<file path="src/rtl/bus_pkg.sv">
// Shared types for the bus-cycle sequencer and its helpers:
// device regions, FSM states and the address-to-region map.
package bus_pkg;

  localparam int WCNT_W = 4;

  typedef enum logic [1:0] {
    REG_RAM,
    REG_VIA,
    REG_ACIA,
    REG_EEPROM
  } region_t;

  typedef enum logic [1:0] {
    IDLE,
    SETUP,
    STROBE,
    HOLD
  } state_t;

  function automatic region_t region_of(input logic [2:0] addr);
    region_t r;
    r = REG_RAM;
    unique case (1'b1)
      !addr[2]:             r = REG_RAM;
      addr[2:1] == 2'b10:   r = REG_VIA;
      addr == 3'b110:       r = REG_ACIA;
      addr == 3'b111:       r = REG_EEPROM;
    endcase
    return r;
  endfunction

endpackage

</file>
<file path="src/rtl/bus_region_select.sv">
// Maps a device region plus an activity flag onto the four
// active-low chip enables; at most one enable is ever low.
module bus_region_select
  import bus_pkg::*;
(
  input  region_t region,
  input  logic    active,
  output logic    ram_ce_n,
  output logic    via_ce_n,
  output logic    acia_ce_n,
  output logic    eeprom_ce_n
);

  always_comb begin
    ram_ce_n    = 1'b1;
    via_ce_n    = 1'b1;
    acia_ce_n   = 1'b1;
    eeprom_ce_n = 1'b1;
    if (active) begin
      unique case (region)
        REG_RAM:    ram_ce_n    = 1'b0;
        REG_VIA:    via_ce_n    = 1'b0;
        REG_ACIA:   acia_ce_n   = 1'b0;
        REG_EEPROM: eeprom_ce_n = 1'b0;
      endcase
    end
  end

endmodule

</file>
<file path="src/rtl/bus_cycle_ctrl.sv">
// Bus-cycle sequencer: setup, wait-stretched strobe and hold
// around a single decoded chip enable for the slow devices.
module bus_cycle_ctrl
  import bus_pkg::*;
#(
  parameter int unsigned WS_RAM    = 0,
  parameter int unsigned WS_VIA    = 1,
  parameter int unsigned WS_ACIA   = 2,
  parameter int unsigned WS_EEPROM = 3
) (
  input  logic       clk,
  input  logic       reset_n,
  input  logic       req,
  input  logic       rw,
  input  logic [2:0] address,
  input  logic [7:0] din,
  output logic       eeprom_ce_n,
  output logic       ram_ce_n,
  output logic       via_ce_n,
  output logic       acia_ce_n,
  output logic       oe_n,
  output logic       we_n,
  output logic       busy,
  output logic       done,
  output logic [7:0] rdata
);

  state_t              state;
  state_t              nxt;
  logic [WCNT_W-1:0]   wcnt;
  logic [WCNT_W-1:0]   ws_sel;
  logic                rw_q;
  region_t             region_q;
  region_t             region_in;
  logic                last_strobe;

  assign region_in   = region_of(address);
  assign last_strobe = (state == STROBE) && (wcnt == '0);

  always_comb begin
    ws_sel = '0;
    unique case (region_in)
      REG_RAM:    ws_sel = WCNT_W'(WS_RAM);
      REG_VIA:    ws_sel = WCNT_W'(WS_VIA);
      REG_ACIA:   ws_sel = WCNT_W'(WS_ACIA);
      REG_EEPROM: ws_sel = WCNT_W'(WS_EEPROM);
    endcase
  end

  always_ff @(posedge clk or negedge reset_n) begin
    if (!reset_n) begin
      state <= IDLE;
    end else begin
      state <= nxt;
    end
  end

  always_comb begin
    nxt  = state;
    busy = 1'b1;
    done = 1'b0;
    oe_n = 1'b1;
    we_n = 1'b1;
    unique case (state)
      IDLE: begin
        busy = 1'b0;
        if (req) nxt = SETUP;
      end
      SETUP: begin
        nxt = STROBE;
      end
      STROBE: begin
        oe_n = !rw_q;
        we_n = rw_q;
        if (wcnt == '0) nxt = HOLD;
      end
      HOLD: begin
        done = 1'b1;
        nxt  = IDLE;
      end
    endcase
  end

  // Request fields are frozen at acceptance; later input changes are ignored.
  always_ff @(posedge clk or negedge reset_n) begin
    if (!reset_n) begin
      wcnt     <= '0;
      rw_q     <= 1'b0;
      region_q <= REG_RAM;
      rdata    <= 8'h00;
    end else begin
      if (state == IDLE && req) begin
        wcnt     <= ws_sel;
        rw_q     <= rw;
        region_q <= region_in;
      end else if (state == STROBE && wcnt != '0) begin
        wcnt <= wcnt - 1'b1;
      end
      if (last_strobe && rw_q) begin
        rdata <= din;
      end
    end
  end

  bus_region_select u_sel (
    .region      (region_q),
    .active      (busy),
    .ram_ce_n    (ram_ce_n),
    .via_ce_n    (via_ce_n),
    .acia_ce_n   (acia_ce_n),
    .eeprom_ce_n (eeprom_ce_n)
  );

endmodule

</file>
<file path="config.mk">
export PLATFORM = sky130hd
export DESIGN_NAME = bus_cycle_ctrl
export DESIGN_NICKNAME = d
export VERILOG_FILES = /design/src/rtl/bus_pkg.sv /design/src/rtl/bus_region_select.sv /design/src/rtl/bus_cycle_ctrl.sv
export SDC_FILE = /design/constraint.sdc
export NUM_CORES = 1
export LEC_CHECK = 0
export ABC_AREA = 1
export CORE_MARGIN = 2
export CORE_UTILIZATION = 39
export DETAILED_ROUTE_END_ITERATION = 7
export PLACE_DENSITY_LB_ADDON = 0.3
export SLEW_MARGIN = 10
export SYNTH_ARGS = -nofsm -noshare
export SYNTH_HDL_FRONTEND = slang
export SYNTH_SLANG_ARGS = --single-unit
export TNS_END_PERCENT = 20
</file>
<file path="constraint.sdc">
create_clock -name clk -period 4.04 [get_ports clk]
set_clock_uncertainty 0.2 [all_clocks]
set_input_delay 1.01 -clock clk [delete_from_list [all_inputs] [get_ports clk]]
set_output_delay 1.01 -clock clk [all_outputs]
set_load 0.005 [all_outputs]
</file>
* Word-level counts from Yosys, hierarchy flattened
Cells that the tools add are included.
** Operators by class
- $add $sub $neg :: 1
- $mul :: 0
- Divide/modulo/power cells :: 0
- Magnitude comparators :: 0
- Eq/ne operators :: 14
- Shifts and indexed selects :: 0
- Multiplexer cells :: 19
- Bitwise logic cells :: 0
- Reduce and logical (&&, ||, !) cells :: 13
** Operator list (count)
- case mux 2 bit (4 select lines) :: 2
- case mux 4 bit (4 select lines) :: 1
- equality test 2 bit (second input constant) :: 7
- 2-to-1 mux 1 bit :: 12
- 2-to-1 mux 4 bit :: 2
- equality test 2 x 1 -> 1 bit (second input constant) :: 3
- equality test 3 bit (second input constant) :: 2
- zero test 2 bit :: 3
- logical AND 1 bit :: 4
- zero test 4 bit :: 1
- 2-to-1 mux 2 bit :: 2
- inequality test 2 bit (second input constant) :: 2
- nonzero test 4 bit :: 1
- subtractor 4 x 1 -> 4 bit (second input constant) :: 1
- zero test 1 bit :: 2
- AND reduction 2 bit :: 1
- nonzero test 2 bit :: 1
** Storage, ports and cells
- Register bits :: 17
- Bits in latches :: 0
- Memory bits (writable) :: 0
- ROM bits :: 0
- Output and inout bits :: 16
- Logic and storage cells :: 52
- Memories :: 0

* Logic depth before layout (Yosys ltp)
Gate-level depths: netlist of run 1.
- Word-level depth :: 5
- Mapped depth :: 8
- Depth with buffers taken out :: 8

* Hierarchy
Synthesis of run 1 repeated with hierarchy kept, for this count alone.
** Unflattened totals
- Cell total of the unflattened synthesis :: 112
- Area, all modules :: 925.9 um^2
** By module, submodules not included
- bus_cycle_ctrl :: instances 1, cells an instance 105, area an instance 895.9 um^2, seq. area each 425.4 um^2
- bus_region_select :: instances 1, cells an instance 7, area an instance 30.0 um^2, seq. area each 0.0 um^2

* Worst setup path before layout of run 1
No wires, ideal clock.
- Path type :: register -> output
- From :: register state[0]
- To :: output we_n
- Data arrival time :: 1080 ps
- Data required time :: 2830 ps
- Slack :: 1750 ps
- Cell stages (with the launch flop) :: 5
- Path through :: dfrtp_1 > inv_1 > ha_1 > inv_1 > or2_2
** Between the ends
- Longest elaborated chain between the ends :: 2
** Ends and longest elaborated chain
- from (decl) :: RTL line bus_cycle_ctrl.sv:28 : state_t state;
- from (signal assigned) :: RTL line bus_cycle_ctrl.sv:54 : state <= nxt;
- equality test 2 bit :: RTL line bus_cycle_ctrl.sv:64 : unique case (state)
- 2-to-1 mux 1 bit :: RTL line bus_cycle_ctrl.sv:64
- to (decl) :: RTL line bus_cycle_ctrl.sv:22 : output logic we_n,
No other way between the ends.

* Final worst setup path of run 1
Same ends and word-level chain as after synthesis.

==> results of run 1 <==
==> worst max-delay path: stages (launching register included) <==
cell             delay, ps
dfrtp_1                390
inv_1                  100
ha_1                   340
inv_1                   90
or2_2                  280
clkdlybuf4s50_1        440
==> flip-flops by register name, summed over array words and instances (netlist names) <==
| name | flops |
|---|---|
| rw_q | 1 |
| region_q | 2 |
| rdata | 8 |
| wcnt | 4 |
| state | 2 |
==> power groups by stage <==
stage	clock [W]	combinational [W]	sequential [W]
floorplan	0	0.000281	0.000312
global placement	0	0.000480	0.000317
detailed placement	0	0.000496	0.000319
CTS	0.0000932	0.000498	0.000317
global route	0.0000998	0.000555	0.000326
finish	0.0000881	0.000488	0.000316
==> cell type report <==
cell class / count / share of cell area (%)
Timing Repair Buffer: 30 / 24.0
Inverter: 21 / 6.30
Clock inverter: 1 / 0.400
Multi-Input combinational cell: 68 / 30.7
Clock buffer: 3 / 1.80
Tap cell: 28 / 2.80
Sequential cell: 17 / 34.0
==> cell usage in the layout, fill, tap and decap left out, drive strengths merged <==
| master | netlist | final |
|---|---|---|
| nor2 | 5 | 5 |
| o21ai | 12 | 12 |
| nand3 | 7 | 7 |
| dfrtp | 17 | 17 |
| clkdlybuf4s50 | 0 | 30 |
| a31oi | 1 | 1 |
| inv | 21 | 21 |
| ha | 4 | 4 |
| nand2 | 33 | 33 |
| a21oi | 2 | 2 |
| clkbuf | 0 | 3 |
| nand4 | 2 | 2 |
| or2 | 2 | 2 |
| clkinv | 0 | 1 |
==> stage by stage <==
step	cells	util [%]
final	168	57.1
after global routing	168	57.1
after detailed placement	164	55.9
after floorplan	107	-
after CTS	168	57.1
after global placement	164	55.9
==> worst min-delay path by stage <==
stage	end	cells past startpoint	slack (ps)
detailed placement	wcnt[0]	2	260
floorplan	wcnt[0]	2	240
finish	wcnt[0]	2	280
global placement	wcnt[0]	2	260
global route	rdata[7]	2	320
CTS	wcnt[0]	2	290
==> layer usage <==
metal | up-vias | share of wire, %
met3 | 0 | 7.4
met2 | 20 | 49
met5 | - | 0
met1 | 360 | 44
met4 | 0 | 0
li1 | 401 | -
==> logic make-up after synthesis <==
logic type | Yosys count
DFF | 17
and+or+nand+nor | 49
buffers and inverters | 22
adders and majority gates | 4
AOI/OAI and AO/OA | 15
==> results.py, run 1 <==
metrics = {
    "power_and_ir_drop": {
        "vdd_ir_drop_max_mv": 0.353,
        "p_per_area_nw_per_um2": 713,
        "power.switching_w": 0.000346,
        "seqPwrFrac_pct": 35.4,
        "swShare_pct": 38.8,
        "p_int_w": 0.000546,
        "p_leak_nw": 0.636,
        "clock_power_share_pct": 9.9,
        "p_comb_share_pct": 54.7,
        "total_power_w": 0.000892,
    },
    "route": {
        "drt-initial-drc-count": 9,
        "vias_per_cell": 4.65,
        "drc_errors": 0,
        "wire_per_inst_um": 10.3,
        "wirelength_um": 1730,
        "drt_first_pass_iters": 3,
        "postRouteAntennaNets": 0,
        "vias": 781,
    },
    "sta": {
        "whs_ps": 277,
        "rsz0062_at_grt": "no",
        "slew_headroom_pct": 48.0,
        "layout_setup_ws_ps": 902,
        "fin_crit_ps": 3140,
        "worst_pin_slew_ps": 777,
        "setup_viol_count_final": 0,
        "slew_violations": 0,
        "hold_violations": 0,
        "fin_tns_setup_ps": 0,
        "max_freq_mhz": 319,
        "period_share_pct": 77.7,
    },
    "global_routing": {
        "global_route.usage.met2_pct": 24.7,
        "antenna_found_initial": 0,
        "grt_usage_pct": 14.7,
        "grt_pass1_wl_um": 2970,
        "grt_pass1_vias": 727,
        "grt-busiest-layer": "met2",
        "grt_start_max_net_pins": 18,
        "grt_overflow": 0,
        "met3_usage_pct": 5.17,
        "grt_util_met1_pct": 17.6,
    },
    "synth": {
        "synthArstFlopShare_pct": 100,
        "netlist_area_sq_um": 900,
        "synth-compound-area-share_pct": 11.8,
        "synth.avg_cell_area_sq_um": 8.41,
        "synthMuxAreaShare_pct": 0,
        "synth_simple_gate_area_share_pct": 25.3,
        "synth-seq-cells": 17,
        "synthCells": 107,
        "synth_top_family_by_area": "simple AND/OR/NAND/NOR gates",
        "synth_enable_flop_cells": 0,
        "yosys.area_share.xor_xnor_pct": 0,
        "syn_nets": 126,
        "yosys.area.top_type": "dfrtp_1",
        "ys_types": 17,
        "synth.top_cell.area_share_pct": 47.3,
        "synth_top_flop_cell": "dfrtp_1",
        "yosys_warnings": 0,
        "synth_area_leaders": "dfrtp_1, nand2_1, inv_1",
        "synth_most_common_cell": "nand2_1",
        "yosysSeqAreaShare_pct": 47.3,
        "synth_common_cells": "nand2_1, inv_1, dfrtp_1",
        "synthAdderAreaFrac_pct": 5.56,
    },
    "clock_tree": {
        "clock_latency_ps": 280,
        "cts_tree": "built",
        "cts_resized": 0,
        "post_cts_buffers": 0,
        "postCtsHoldBufs": 0,
        "clk_pin_slew_ps": 100,
        "clockBufferDepth": 2,
        "cts_root_buffer": "clkbuf_4",
        "cts.sinks": 17,
        "htreeDepth": 1,
        "cts_inserted_buffers": 3,
    },
    "final_layout": {
        "num_antenna_cells": 0,
        "multi_input_area_sq_um": 384,
        "fill_cells": 207,
        "design_area_sq_um": 1250,
        "finalNetCount": 160,
        "layout-drive-gt1-share_pct": 14.3,
        "final-seq-area_sq_um": 425,
        "syn_to_final_growth_pct": 39.1,
    },
    "placement": {
        "io_buffers": 30,
        "hpwl_um": 1410,
        "placed_cell_area_sq_um": 1220,
        "gp_congestion": 0.783,
        "dpl_worst_slack_ps": 1220,
    },
    "worst_hold_path": {
        "worstHoldStart": "wcnt[0]",
        "min-delay-path-class": "flip-flop to flip-flop",
    },
    "floorplan": {
        "die_w_um": 52.0,
        "fp.dieH_um": 52.0,
        "die-area_sq_um": 2710,
        "ioPinCount": 31,
        "std_cell_rows": 17,
        "start_util_pct": 41.1,
        "coreArea_sq_um": 2190,
    },
    "critical_path": {
        "reg2reg_from": "state[0]",
        "critical_path_class": "flip-flop to output port",
        "cp_data_required_time_ps": 2830,
        "start_kind": "flip-flop",
        "r2r_cells": 5,
        "r2r_setup_slack_ps": 2360,
        "critical_path.endpoint_type": "output port",
        "arrival_ps": 1930,
        "cp-startpoint": "state[0]",
        "endpoint": "we_n",
        "r2r-end": "rdata[0]",
        "cp_max_fo": 7,
    },
    "flow_run": {
        "maxCapViolations": 0,
    },
    "status": {
        "outcome": "completed",
    },
}
(Power assumes the default switching activity.)
==> run 2, diff against run 1 <==
Clock period 4.04 ns to 2.65 ns, I/O delays scaled along.
==> run 2 against run 1 <==
Compared with the run above:
- total power rose by 55%
- final cell count rose by 1.2%
- design area rose by 1.6%
- clock power rose by 60%
- worst setup slack got worse by 770 ps
- clock-buffer cell count did not move
- flip-flop and latch count did not move
- critical path type unchanged
- largest power group unchanged
==> results.py, run 2 (same netlist as run 1, synthesis figures left out) <==
metrics = {
    "route": {
        "vias_per_cell": 4.74,
        "wirelength_um": 1800,
        "drt-initial-drc-count": 5,
        "vias": 806,
        "drt_first_pass_iters": 4,
        "postRouteAntennaNets": 0,
        "wire_per_inst_um": 10.6,
        "drc_errors": 0,
    },
    "final_layout": {
        "top_register": "rdata",
        "final_cell_mix": "nand2_1, clkdlybuf4s50_1, inv_1, dfrtp_1, o21ai_2",
        "syn_to_final_growth_pct": 41.3,
        "largest_reg_flops": 8,
        "design_area_sq_um": 1270,
        "num_antenna_cells": 0,
        "layout-drive-gt1-share_pct": 17.6,
        "top_regs": "rdata x8, wcnt x4",
        "final_common_cell": "nand2_1",
        "finalNetCount": 162,
        "fill_cells": 209,
    },
    "floorplan": {
        "fp.dieH_um": 52.0,
        "coreArea_sq_um": 2190,
        "start_util_pct": 41.1,
        "die-area_sq_um": 2710,
        "die_w_um": 52.0,
        "std_cell_rows": 17,
        "ioPinCount": 31,
    },
    "global_routing": {
        "grt_overflow": 0,
        "antenna_found_initial": 0,
        "grt_pass1_wl_um": 3170,
        "grt_start_max_net_pins": 18,
        "grt_pass1_vias": 789,
        "grt_usage_pct": 16.1,
    },
    "clock_tree": {
        "cts.sinks": 17,
        "htreeDepth": 1,
        "clock_latency_ps": 300,
        "post_cts_buffers": 0,
        "clk_pin_slew_ps": 100,
        "cts_inserted_buffers": 3,
        "postCtsHoldBufs": 0,
        "cts_tree": "built",
        "cts_root_buffer": "clkbuf_4",
        "clockBufferDepth": 2,
        "cts_resized": 0,
    },
    "placement": {
        "placed_cell_area_sq_um": 1240,
        "io_buffers": 30,
        "hpwl_um": 1430,
        "gp_congestion": 0.788,
    },
    "sta": {
        "fin_tns_setup_ps": 0,
        "rsz0062_at_grt": "no",
        "period_share_pct": 95.2,
        "fin_crit_ps": 2520,
        "setup_viol_count_final": 0,
        "hold_violations": 0,
        "slew_headroom_pct": 78.9,
        "max_freq_mhz": 397,
        "worst_pin_slew_ps": 316,
        "slew_violations": 0,
    },
    "power_and_ir_drop": {
        "vdd_ir_drop_max_mv": 0.633,
        "p_per_area_nw_per_um2": 1090,
        "p_leak_nw": 0.646,
    },
    "worst_hold_path": {
        "whs_path_depth": 2,
        "min-delay-path-class": "flip-flop to flip-flop",
    },
    "critical_path": {
        "cp_max_fo": 6,
        "cp_data_required_time_ps": 1790,
        "arrival_ps": 1660,
        "critical_path.endpoint_type": "output port",
        "r2r_cells": 5,
        "critical_path_class": "flip-flop to output port",
        "start_kind": "flip-flop",
    },
    "status": {
        "outcome": "completed",
    },
    "flow_run": {
        "maxCapViolations": 0,
    },
}
-- run 2: layout make-up --
type,instances,area (sq um),share of cell area (%)
clock buffer,3,22.5,1.77
inverter,21,78.8,6.20
sequential,17,425,33.5
tap,28,35.0,2.76
clock inverter,1,5.00,0.394
timing repair buffer,32,318,25.0
multi-input combinational,68,387,30.4
-- run 2: layer usage --
| layer | global-route usage, % | up-vias | part of all wire, % | wire [um] |
|---|---|---|---|---|
| met5 | 0 | - | 0 | 0 |
| met4 | 6.58 | 0 | 1.7 | 31 |
| met3 | 5.17 | 3 | 7.4 | 133 |
| met2 | 28.1 | 25 | 51 | 915 |
| met1 | 17.8 | 376 | 40 | 715 |
| li1 | - | 402 | - | - |
-- run 2: final timing paths --
| kind | start | endpoint | slack (ps) |
|---|---|---|---|
| worst max-delay path | state[1] | via_ce_n | 130 |
| worst min-delay path | rdata[4] | rdata[4] | 290 |
| worst max register to register | wcnt[0] | rdata[7] | 1000 |
| worst min register to register | rdata[4] | rdata[4] | 290 |
| max in group asynchronous | reset_n | rdata[1] | 1580 |
| min in group asynchronous | reset_n | state[1] | 480 |
-- run 2: where the power goes --
| part | internal (W) | total, W | switching [W] | leakage, nW |
|---|---|---|---|---|
| clock network | 0.0000563 | 0.000141 | 0.0000847 | 0.0177 |
| logic | 0.000398 | 0.000756 | 0.000358 | 0.420 |
| registers | 0.000387 | 0.000485 | 0.0000982 | 0.208 |
| total | 0.000841 | 0.00138 | 0.000541 | 0.646 |
-- run 2: critical path, cell delays in order (launching register included) --
cell and delay (ps):
dfrtp_1 430, inv_1 70, ha_1 200, inv_2 80, nand3_1 70, clkdlybuf4s50_1 510
-- run 2: per-stage QoR --
stage,cells,hold WS (ps),power (W),setup slack (ps),util (%)
2_1_floorplan,107,167,0.000904,707,-
3_3_place_gp,166,258,0.00123,432,56.5
3_5_place_dp,166,271,0.00125,392,56.5
4_1_cts,170,301,0.00140,40.6,57.8
5_1_grt,170,333,0.00152,21.9,58.0
6_report,170,295,0.00138,128,58.0
==> run 3, diff against run 2 <==
Settings changed: GPL_TIMING_DRIVEN from default to 0.
==> run 3 against run 2 <==
Compared with the run above:
- critical endpoint is now we_n
- worst hold slack lost 8.0 ps
- critical path depth is the same
- largest cell class unchanged
- highest routed layer is now met3
- final cell count is 0.59% higher
- sequential power up 1%
==> results.py, run 3 (same netlist as run 1, synthesis figures left out) <==
metrics = {
    "route": {
        "vias": 765,
        "drt_first_pass_iters": 2,
        "vias_per_cell": 4.47,
        "wirelength_um": 1830,
        "dr.max_layer_used": "met3",
        "routed-wl-met2_um": 893,
        "postRouteAntennaNets": 0,
        "wire_per_inst_um": 10.7,
        "detail_route.wirelength.met1_um": 845,
        "wl_met3_um": 88,
        "drt-initial-drc-count": 5,
        "drc_errors": 0,
    },
    "sta": {
        "fin_tns_setup_ps": 0,
        "worst_pin_slew_ps": 747,
        "hold_violations": 0,
        "rsz0062_at_grt": "no",
        "fin_crit_ps": 2560,
        "setup_viol_count_final": 0,
        "slew_headroom_pct": 50.1,
        "slew_violations": 0,
        "max_freq_mhz": 391,
        "period_share_pct": 96.6,
    },
    "clock_tree": {
        "clockBufferDepth": 2,
        "cts.sinks": 17,
        "clk_pin_slew_ps": 110,
        "cts_inserted_buffers": 3,
        "cts_root_buffer": "clkbuf_4",
        "clock_latency_ps": 290,
        "cts_tree": "built",
        "htreeDepth": 1,
        "postCtsHoldBufs": 0,
    },
    "flow_run": {
        "maxCapViolations": 0,
    },
    "worst_hold_path": {
        "worstHoldStart": "wcnt[0]",
        "hold_end": "wcnt[0]",
        "whs_path_depth": 2,
        "min-delay-path-class": "flip-flop to flip-flop",
    },
    "critical_path": {
        "start_kind": "flip-flop",
        "r2r_setup_slack_ps": 1050,
        "critical_path.endpoint_type": "output port",
        "reg2reg_from": "state[0]",
        "arrival_ps": 1700,
        "cp_max_fo": 5,
        "cp-startpoint": "state[0]",
        "critical_path_class": "flip-flop to output port",
        "crit_slowest_cell": "clkdlybuf4s50_1",
        "r2r-end": "wcnt[0]",
        "crit_chain": "inv_2 > ha_4 > inv_1 > or2_2 > clkdlybuf4s50_1",
        "cp_data_required_time_ps": 1790,
        "max_stage_delay_ps": 440,
        "r2r_cells": 8,
    },
    "floorplan": {
        "start_util_pct": 41.1,
        "die_w_um": 52.0,
        "std_cell_rows": 17,
        "die-area_sq_um": 2710,
        "ioPinCount": 31,
        "coreArea_sq_um": 2190,
        "fp.dieH_um": 52.0,
    },
    "status": {
        "outcome": "completed",
    },
    "global_routing": {
        "grt_pass1_wl_um": 3120,
        "grt_overflow": 0,
        "grt_usage_pct": 15.1,
        "grt_pass1_vias": 738,
        "antenna_found_initial": 0,
        "grt_start_max_net_pins": 18,
    },
    "placement": {
        "io_buffers": 30,
        "gp_congestion": 0.751,
        "hpwl_um": 1440,
    },
    "power_and_ir_drop": {
        "swShare_pct": 39.0,
        "clock_power_share_pct": 9.9,
        "p_comb_share_pct": 55.7,
        "p_int_w": 0.000870,
        "seqPwrFrac_pct": 34.4,
        "vdd_ir_drop_max_mv": 0.539,
        "power.switching_w": 0.000556,
        "p_per_area_nw_per_um2": 1100,
        "p_leak_nw": 0.649,
    },
    "final_layout": {
        "finalNetCount": 163,
        "largest_reg_flops": 8,
        "fin_util_pct": 59.1,
        "num_antenna_cells": 0,
        "final_cell_mix": "nand2_1, clkdlybuf4s50_1, inv_1, dfrtp_1, o21ai_2",
        "syn_to_final_growth_pct": 43.8,
        "fill_cells": 202,
        "top_regs": "rdata x8, wcnt x4",
        "top_register": "rdata",
        "layout-drive-gt1-share_pct": 19.6,
    },
}
[run 3: cell types whose count changed in the layout (fill, tap and decap cells not counted)]
cell,before,now
ha_1,3,2
ha_4,0,1
clkdlybuf4s50_1,29,30
dlymetal6s2s_1,1,0
dfrtp_2,0,1
buf_6,0,1
dfrtp_1,17,16
[run 3: area by class of cell]
| class | instances | area [sq um] | share of cell area, % |
|---|---|---|---|
| well taps | 28 | 35.0 | 2.71 |
| inverters | 21 | 78.8 | 6.09 |
| plain buffers | 1 | 11.3 | 0.870 |
| multi-input cells | 68 | 399 | 30.9 |
| clock buffers | 3 | 22.5 | 1.74 |
| clock inverters | 1 | 5.00 | 0.387 |
| flip-flops and latches | 17 | 427 | 33.0 |
| repair buffers | 32 | 315 | 24.4 |
[run 3: repair_timing]
action	in CTS	in global routing
pin swaps	0	0
setup buffers	0	2
resized for setup	3	3
setup endpoints to repair	1	6
gates cloned	0	0
[run 3: power by group through the flow]
stage / Sequential [W] / Combinational (W) / Clock, W
after floorplan: 0.000476 / 0.000428 / 0
final: 0.000491 / 0.000795 / 0.000141
after detailed placement: 0.000486 / 0.000764 / 0
after global routing: 0.000511 / 0.000892 / 0.000158
after global placement: 0.000483 / 0.000736 / 0
after CTS: 0.000489 / 0.000783 / 0.000141
[run 3: routing by layer]
layer	up-vias	global-route usage [%]
met1	339	19.4
met3	0	4.31
met4	0	1.32
met2	20	25.9
met5	-	0
li1	406	-
[run 3: worst max path at each step]
stage	end	slack, ps	depth (start not counted)
2_1_floorplan	we_n	710	4
3_3_place_gp	we_n	210	5
3_5_place_dp	we_n	180	5
4_1_cts	we_n	40	5
5_1_grt	we_n	10	5
6_report	we_n	90	5
[run 3: worst max-delay path, delay by kind of cell, from the launching register on]
kind                       cells  cell delay, ps
and+or+nand+nor                1             260
buffers and inverters          3             590
adders and majority gates      1             160
DFF                            1             410
[run 3: metrics by stage]
stage	total power [W]	setup slack (ps)	hold slack, ps	cells	instance area (sq um)
5_1_grt	0.00156	9.52	311	171	1290
6_report	0.00143	91.4	287	171	1290
3_5_place_dp	0.00125	183	260	165	1230
4_1_cts	0.00141	36.0	285	169	1270
3_3_place_gp	0.00122	208	258	165	1230
2_1_floorplan	0.000904	707	167	107	900
